**src/rtl/pk_pkg.sv**
```systemverilog
// Pass-Keeper shared definitions: scheduler FSM encodings and default datapath width.
// Imported by the command FIFO and the command scheduler.
package pk_pkg;

  localparam int PK_ACC_W = 128;

  typedef enum logic [1:0] {
    S_IDLE   = 2'd0,
    S_LAUNCH = 2'd1,
    S_WAIT   = 2'd2,
    S_RESP   = 2'd3
  } pk_state_e;

endpackage

```
**src/rtl/pk_cmd_fifo.sv**
```systemverilog
// Pass-Keeper command FIFO: synchronous, DEPTH entries of WIDTH bits, head read from flops.
// Ports: clk, rst (sync, active-high), push/push_data, pop/pop_data, full, empty, count.
module pk_cmd_fifo
  import pk_pkg::*;
#(
  parameter int DEPTH = 4,
  parameter int WIDTH = 2 * PK_ACC_W
) (
  input  logic                     clk,
  input  logic                     rst,
  input  logic                     push,
  input  logic [WIDTH-1:0]         push_data,
  input  logic                     pop,
  output logic [WIDTH-1:0]         pop_data,
  output logic                     full,
  output logic                     empty,
  output logic [$clog2(DEPTH):0]   count
);

  localparam int AW = $clog2(DEPTH);

  logic [WIDTH-1:0] mem [DEPTH];
  logic [AW-1:0]    wr_ptr;
  logic [AW-1:0]    rd_ptr;

  // DEPTH is a power of two, so pointers wrap by overflow.
  always_ff @(posedge clk) begin
    if (rst) begin
      wr_ptr <= '0;
      rd_ptr <= '0;
      count  <= '0;
    end else begin
      if (push) wr_ptr <= wr_ptr + 1'b1;
      if (pop)  rd_ptr <= rd_ptr + 1'b1;
      unique case ({push, pop})
        2'b10:   count <= count + 1'b1;
        2'b01:   count <= count - 1'b1;
        default: count <= count;
      endcase
    end
  end

  always_ff @(posedge clk) begin
    if (push) mem[wr_ptr] <= push_data;
  end

  assign pop_data = mem[rd_ptr];
  assign full     = (count == (AW + 1)'(DEPTH));
  assign empty    = (count == '0);

endmodule

```
**src/rtl/pk_cmd_scheduler.sv**
```systemverilog
// Pass-Keeper command scheduler: queues host commands, runs them on the core one at a time.
// Ports: cmd_* host in, core_* core side, rsp_* response out, busy/fifo_count status.
// Option: PK_SCHED_TIMEOUT_EN adds a WAIT watchdog driving core_abort / rsp_timeout.
module pk_cmd_scheduler
  import pk_pkg::*;
#(
  parameter int DEPTH          = 4,
  parameter int ACC_W          = PK_ACC_W,
  parameter int TIMEOUT_CYCLES = 1024
) (
  input  logic                   clk,
  input  logic                   rst,
  input  logic                   cmd_valid,
  output logic                   cmd_ready,
  input  logic [ACC_W-1:0]       cmd_account,
  input  logic [ACC_W-1:0]       cmd_password,
  output logic                   core_go,
  output logic [ACC_W-1:0]       core_account,
  output logic [ACC_W-1:0]       core_password,
  input  logic                   core_done,
  input  logic [ACC_W-1:0]       core_password_enc,
  output logic                   core_abort,
  output logic                   rsp_valid,
  input  logic                   rsp_ready,
  output logic [ACC_W-1:0]       rsp_password_enc,
  output logic                   rsp_timeout,
  output logic                   busy,
  output logic [$clog2(DEPTH):0] fifo_count
);

  pk_state_e state_q, state_d;

  logic               full;
  logic               empty;
  logic               push;
  logic               pop;
  logic               done_hit;
  logic               expire;
  logic [2*ACC_W-1:0] head;

  assign push = cmd_valid && !full;

  pk_cmd_fifo #(
    .DEPTH (DEPTH),
    .WIDTH (2 * ACC_W)
  ) u_fifo (
    .clk       (clk),
    .rst       (rst),
    .push      (push),
    .push_data ({cmd_account, cmd_password}),
    .pop       (pop),
    .pop_data  (head),
    .full      (full),
    .empty     (empty),
    .count     (fifo_count)
  );

  always_ff @(posedge clk) begin
    if (rst) state_q <= S_IDLE;
    else     state_q <= state_d;
  end

  always_comb begin
    state_d  = state_q;
    pop      = 1'b0;
    core_go  = 1'b0;
    done_hit = 1'b0;
    unique case (state_q)
      S_IDLE: begin
        if (!empty) begin
          pop     = 1'b1;
          state_d = S_LAUNCH;
        end
      end
      S_LAUNCH: begin
        core_go = 1'b1;
        state_d = S_WAIT;
      end
      S_WAIT: begin
        done_hit = core_done;
        if (core_done || expire) state_d = S_RESP;
      end
      S_RESP: begin
        if (rsp_ready) state_d = S_IDLE;
      end
      default: state_d = S_IDLE;
    endcase
  end

  // Operands only change on a pop, so they hold from LAUNCH until the
  // response is taken.
  always_ff @(posedge clk) begin
    if (rst) begin
      core_account     <= '0;
      core_password    <= '0;
      rsp_password_enc <= '0;
      rsp_valid        <= 1'b0;
    end else begin
      if (pop) begin
        core_account  <= head[2*ACC_W-1:ACC_W];
        core_password <= head[ACC_W-1:0];
      end
      if (done_hit) begin
        rsp_password_enc <= core_password_enc;
        rsp_valid        <= 1'b1;
      end else if (expire) begin
        rsp_password_enc <= '0;
        rsp_valid        <= 1'b1;
      end else if (state_q == S_RESP && rsp_ready) begin
        rsp_valid <= 1'b0;
      end
    end
  end

`ifdef PK_SCHED_TIMEOUT_EN
  localparam int CW = (TIMEOUT_CYCLES > 1) ? $clog2(TIMEOUT_CYCLES) : 1;

  logic [CW-1:0] wd_cnt;

  always_ff @(posedge clk) begin
    if (rst)                     wd_cnt <= '0;
    else if (state_q == S_LAUNCH) wd_cnt <= '0;
    else if (state_q == S_WAIT)   wd_cnt <= wd_cnt + 1'b1;
  end

  // A done arriving on the expiry cycle takes priority.
  assign expire = (state_q == S_WAIT) && !core_done &&
                  (wd_cnt == CW'(TIMEOUT_CYCLES - 1));

  always_ff @(posedge clk) begin
    if (rst)           rsp_timeout <= 1'b0;
    else if (done_hit) rsp_timeout <= 1'b0;
    else if (expire)   rsp_timeout <= 1'b1;
  end
`else
  assign expire      = 1'b0;
  assign rsp_timeout = 1'b0;
`endif

  assign core_abort = expire;
  assign cmd_ready  = !full;
  assign busy       = (state_q != S_IDLE) || !empty;

endmodule

```
**config.mk**
```make
export PLATFORM = sky130hd
export DESIGN_NAME = pk_cmd_scheduler
export DESIGN_NICKNAME = d
export VERILOG_FILES = /design/src/rtl/pk_pkg.sv /design/src/rtl/pk_cmd_fifo.sv /design/src/rtl/pk_cmd_scheduler.sv
export SDC_FILE = /design/constraint.sdc
export NUM_CORES = 1
export LEC_CHECK = 0
export CELL_PAD_IN_SITES_DETAIL_PLACEMENT = 0
export CELL_PAD_IN_SITES_GLOBAL_PLACEMENT = 2
export CORE_MARGIN = 5
export CORE_UTILIZATION = 40
export DETAILED_ROUTE_END_ITERATION = 7
export GPL_TIMING_DRIVEN = 0
export PLACE_DENSITY = 0.78
export SLEW_MARGIN = 20
export SYNTH_ARGS = -nofsm -noshare
export SYNTH_HDL_FRONTEND = slang
export SYNTH_SLANG_ARGS = --single-unit
export TNS_END_PERCENT = 50
```
**constraint.sdc**
```tcl
create_clock -name clk -period 11.44 [get_ports clk]
set_input_delay 2.288 -clock clk [delete_from_list [all_inputs] [get_ports clk]]
set_output_delay 2.288 -clock clk [all_outputs]
set_load 0.01 [all_outputs]
```
==> metrics.md <==
| Metric | Value |
|---|---|
| Result of the run | completed |
| Clock slew at reported path FFs | 60 ps |
| Ys async rst share | 0% |
| Setup crit end kind | primary output |
| # setup viols final | 0 |
| Post-DP Area | 60,200 um2 |
| GPL Wtd Cong | 0.874 |
| Fin nets | 3,899 |
| Largest net degree at the start of global routing | 45 |
| Via count | 27,200 |
| Worst Setup EP | busy |
| WP data required | 9150 ps |
| CTS resizes | 0 |
| Vias in the first global route | 27,700 |
| Synth top cells by count | edfxtp_1 (1,024), dfxtp_1 (394), nand2_1 (259), a22o_1 (256), mux4_2 (256) |
| Layout cells sized above 1 | 16.7% |
| Slew Viols, Final | 0 |
| Worst hold slack | 452 ps |
| CTS tree | built |
| Synth Instances | 2,540 |
| Setup slack after layout | 6570 ps |
| Yosys top cell area share | 61.9% |
| Post-DP HPWL | 98,200 um |
| Iter 0 DRT Violations | 2,075 |
| Core Util, Final | 52.8% |
| Routed WL per cell | 26.3 um |
| Top post-synthesis cells by area | edfxtp_1 (62%), dfxtp_1 (16%), mux4_2 (12%), a22o_1 (4.5%), nand2_1 (2.0%) |
| Critical path class | flip-flop to primary output |
| Logic pwr share | 24.9% |
| Fmax | 205 MHz |
| Syn-to-layout area delta | 31.4% |
| Row count | 129 |
| Post-CTS setup buffers | 0 |
| Primary FF master, synth | edfxtp_1 |
| Final Hold Viols | 0 |
| Vias/cell | 5.14 |
| Tcrit/Tclk final | 42.5% |
| Hold Buf Count CTS | 0 |
| Placeable Area | 123,000 um2 |
| First-pass GRT wire length | 198,000 um |
| Reg2reg path depth | 7 |
| Clk pwr share | 32.1% |
| DRC errors left | 0 |
| Post-DRT Antenna Nets | 0 |
| Area leader, netlist | edfxtp_1 |
| Syn_area_per_cell | 19.5 um2 |
| PortBufs | 777 |
| Crit start category | flip-flop |
| Initial Util | 40.2% |
| Most common cell in the netlist | edfxtp_1 |
| GRT Overall Usage | 20.7% |
| Switching part of the total | 27.5% |
| CTS Sinks | 1,418 |
| CP Max Fanout | 4 |
| Post-synth EDFFs | 1,024 |
| Worst slew pin tran | 783 ps |
| Filler cells | 9,987 |
| CP max stage delay | 600 ps |
| Critical path data arrival time | 2580 ps |
| Critical R2R Launch | u_fifo.count[0]$_SDFFE_PP0P_ |
| VDD IR max | 0.145 mV |
| CTS root buf | clkbuf_16 |
| Int Power | 11,000 uW |
| Switching power | 4180 uW |
| Power Dens Cells | 233 nW/um2 |
| Leak | 0.0215 uW |
| Finished Layout Cells | 5,287 |
| Finished Cell Area | 65,200 um2 |
| TritonCTS Buffers | 151 |
| Maxcap violations | 0 |
| Hold Crit Class | flip-flop to flip-flop |
| DRT Pass-1 Iters | 5 |
| Slowest cell on the critical path | clkdlybuf4s50_1 |
| Die Width | 362 um |
| Cell Count Post-Placement | 4,983 |
| Max Buffers Root-to-Sink | 3 |
| Reg2Reg Capture Point | u_fifo.mem[2][65]$_DFFE_PP_ |
| Worst R2R Setup Slack | 8500 ps |
| Critical-path cell list | inv_1 > ha_1 > or4b_1 > clkdlybuf4s50_1 |
| Synthesis warning total | 0 |
| Clock Latency Late Sink | 770 ps |
| Critical Path Start | state_q[1]$_SDFFE_PP0P_ |
| IO Count | 782 |
| Remaining global-route overflow | 0 |
| Max_slew headroom | 47.8% |
| Clock Skews | 24.3 ps |
| Drt total wl | 139,000 um |
| Die ar. | 131,000 um2 |
| CTS HTree Levels | 4 |
| Initial antenna violation count | 42 |
| Post-Syn Area | 49,700 um2 |
| Tmin final | 4870 ps |
| Register area share after synthesis | 77.8% |
| Die height | 362 um |
| Netlist cell types | 33 |
| Sequential power share | 43.0% |
| Pre-CTS setup slack | 6830 ps |
| RSZ-0062 raised after global routing | false |
| FF+latch count, synth | 1,418 |
-- flip-flops by register name (all words and copies together) (netlist names) --
name,cells
u_fifo.mem,1024
core_account,128
core_password,128
rsp_password_enc,128
u_fifo.count,3
state_q,2
u_fifo.rd_ptr,2
u_fifo.wr_ptr,2
rsp_valid,1
-- cell families after synthesis --
family                     after synthesis  share of synthesized area [%]
buffers and inverters                  170                           1.97
AOI/OAI and AO/OA                      398                           6.00
other                                    1                        0.00755
muxes                                  256                           11.6
xor gates and xnor gates                 4                         0.0706
and+or+nand+nor                        282                           2.23
DFF                                   1418                           77.8
adders and majority gates               11                          0.292
-- power by group through the flow --
stage	clock network (uW)	registers (uW)	logic (uW)
6_report	4880	6520	3780
3_5_place_dp	0	6620	3880
4_1_cts	5010	6530	3890
5_1_grt	5230	6590	4050
2_1_floorplan	0	6830	1830
3_3_place_gp	0	6770	3800
-- cell type report --
type	instances	area [um2]	area share, %
tap	1637	2050	3.14
clock inverter	73	827	1.27
buffer	163	952	1.46
timing repair buffer	805	8450	13.0
antenna	22	55.1	0.0844
clock buffer	209	4190	6.42
inverter	7	26.3	0.0403
sequential	1418	38600	59.2
multi-input combinational	953	10100	15.4
-- how the worst min path moves through the flow --
stage,startpoint,to,cells past startpoint
after floorplan,rsp_password_enc[0]$_SDFFE_PP0P_,rsp_password_enc[0]$_SDFFE_PP0P_,2
after global placement,rsp_password_enc[32]$_SDFFE_PP0P_,rsp_password_enc[32]$_SDFFE_PP0P_,2
after detailed placement,rsp_password_enc[28]$_SDFFE_PP0P_,rsp_password_enc[28]$_SDFFE_PP0P_,2
after CTS,rsp_password_enc[28]$_SDFFE_PP0P_,rsp_password_enc[28]$_SDFFE_PP0P_,2
after global routing,rsp_password_enc[58]$_SDFFE_PP0P_,rsp_password_enc[58]$_SDFFE_PP0P_,2
final,rsp_password_enc[51]$_SDFFE_PP0P_,rsp_password_enc[51]$_SDFFE_PP0P_,2
-- worst max-delay path: cells and delay by family, from the launching register on --
kind / cells / cell delay [ps]
buffers and inverters: 2 / 730
AND/OR/NAND/NOR: 1 / 560
adder cells (fa/ha/maj): 1 / 200
flip-flops: 1 / 320
-- per-stage QoR --
stage	TNS, ps	total power [uW]
finish	0	15200
floorplan	0	8660
CTS	0	15400
global placement	-3098280	10600
detailed placement	0	10500
global route	0	15900
-- per-layer routing --
| layer | track usage [%] | part of all wire, % |
|---|---|---|
| met5 | 0 | 0.14 |
| met4 | 7.59 | 3.2 |
| met3 | 8.03 | 9.5 |
| met2 | 32.7 | 48 |
| met1 | 26.2 | 40 |
-- layout by cell type (no fill, tap or decap), types with 2 or more instances in the layout --
| master | synthesis | routed |
|---|---|---|
| buf_16 | 0 | 15 |
| inv_6 | 0 | 4 |
| conb_1 | 1 | 2 |
| a21o_1 | 2 | 2 |
| xor2_1 | 3 | 3 |
| clkbuf_8 | 0 | 15 |
| edfxtp_1 | 1024 | 1024 |
| buf_1 | 22 | 22 |
| inv_1 | 7 | 7 |
| buf_12 | 0 | 13 |
| diode_2 | 0 | 22 |
| clkinv_16 | 0 | 3 |
| clkbuf_1 | 49 | 90 |
| and3_4 | 0 | 4 |
| a21oi_1 | 133 | 133 |
| bufinv_16 | 0 | 12 |
| clkbuf_16 | 0 | 153 |
| clkinvlp_4 | 0 | 4 |
| buf_4 | 25 | 25 |
| dfxtp_1 | 394 | 394 |
| clkinv_1 | 0 | 17 |
| clkinv_8 | 0 | 4 |
| nand2b_1 | 3 | 3 |
| buf_6 | 26 | 26 |
| clkdlybuf4s50_1 | 0 | 777 |
| mux4_2 | 256 | 256 |
| clkinv_2 | 0 | 25 |
| o21ai_0 | 2 | 2 |
| nor2_1 | 7 | 7 |
| ha_1 | 10 | 10 |
| a311o_1 | 2 | 2 |
| nand2_1 | 259 | 259 |
| a22o_1 | 256 | 256 |
| clkinv_4 | 0 | 2 |
| buf_2 | 41 | 41 |
| inv_16 | 0 | 2 |
| nand3_1 | 3 | 3 |
Power figures use the tool's default switching activity.
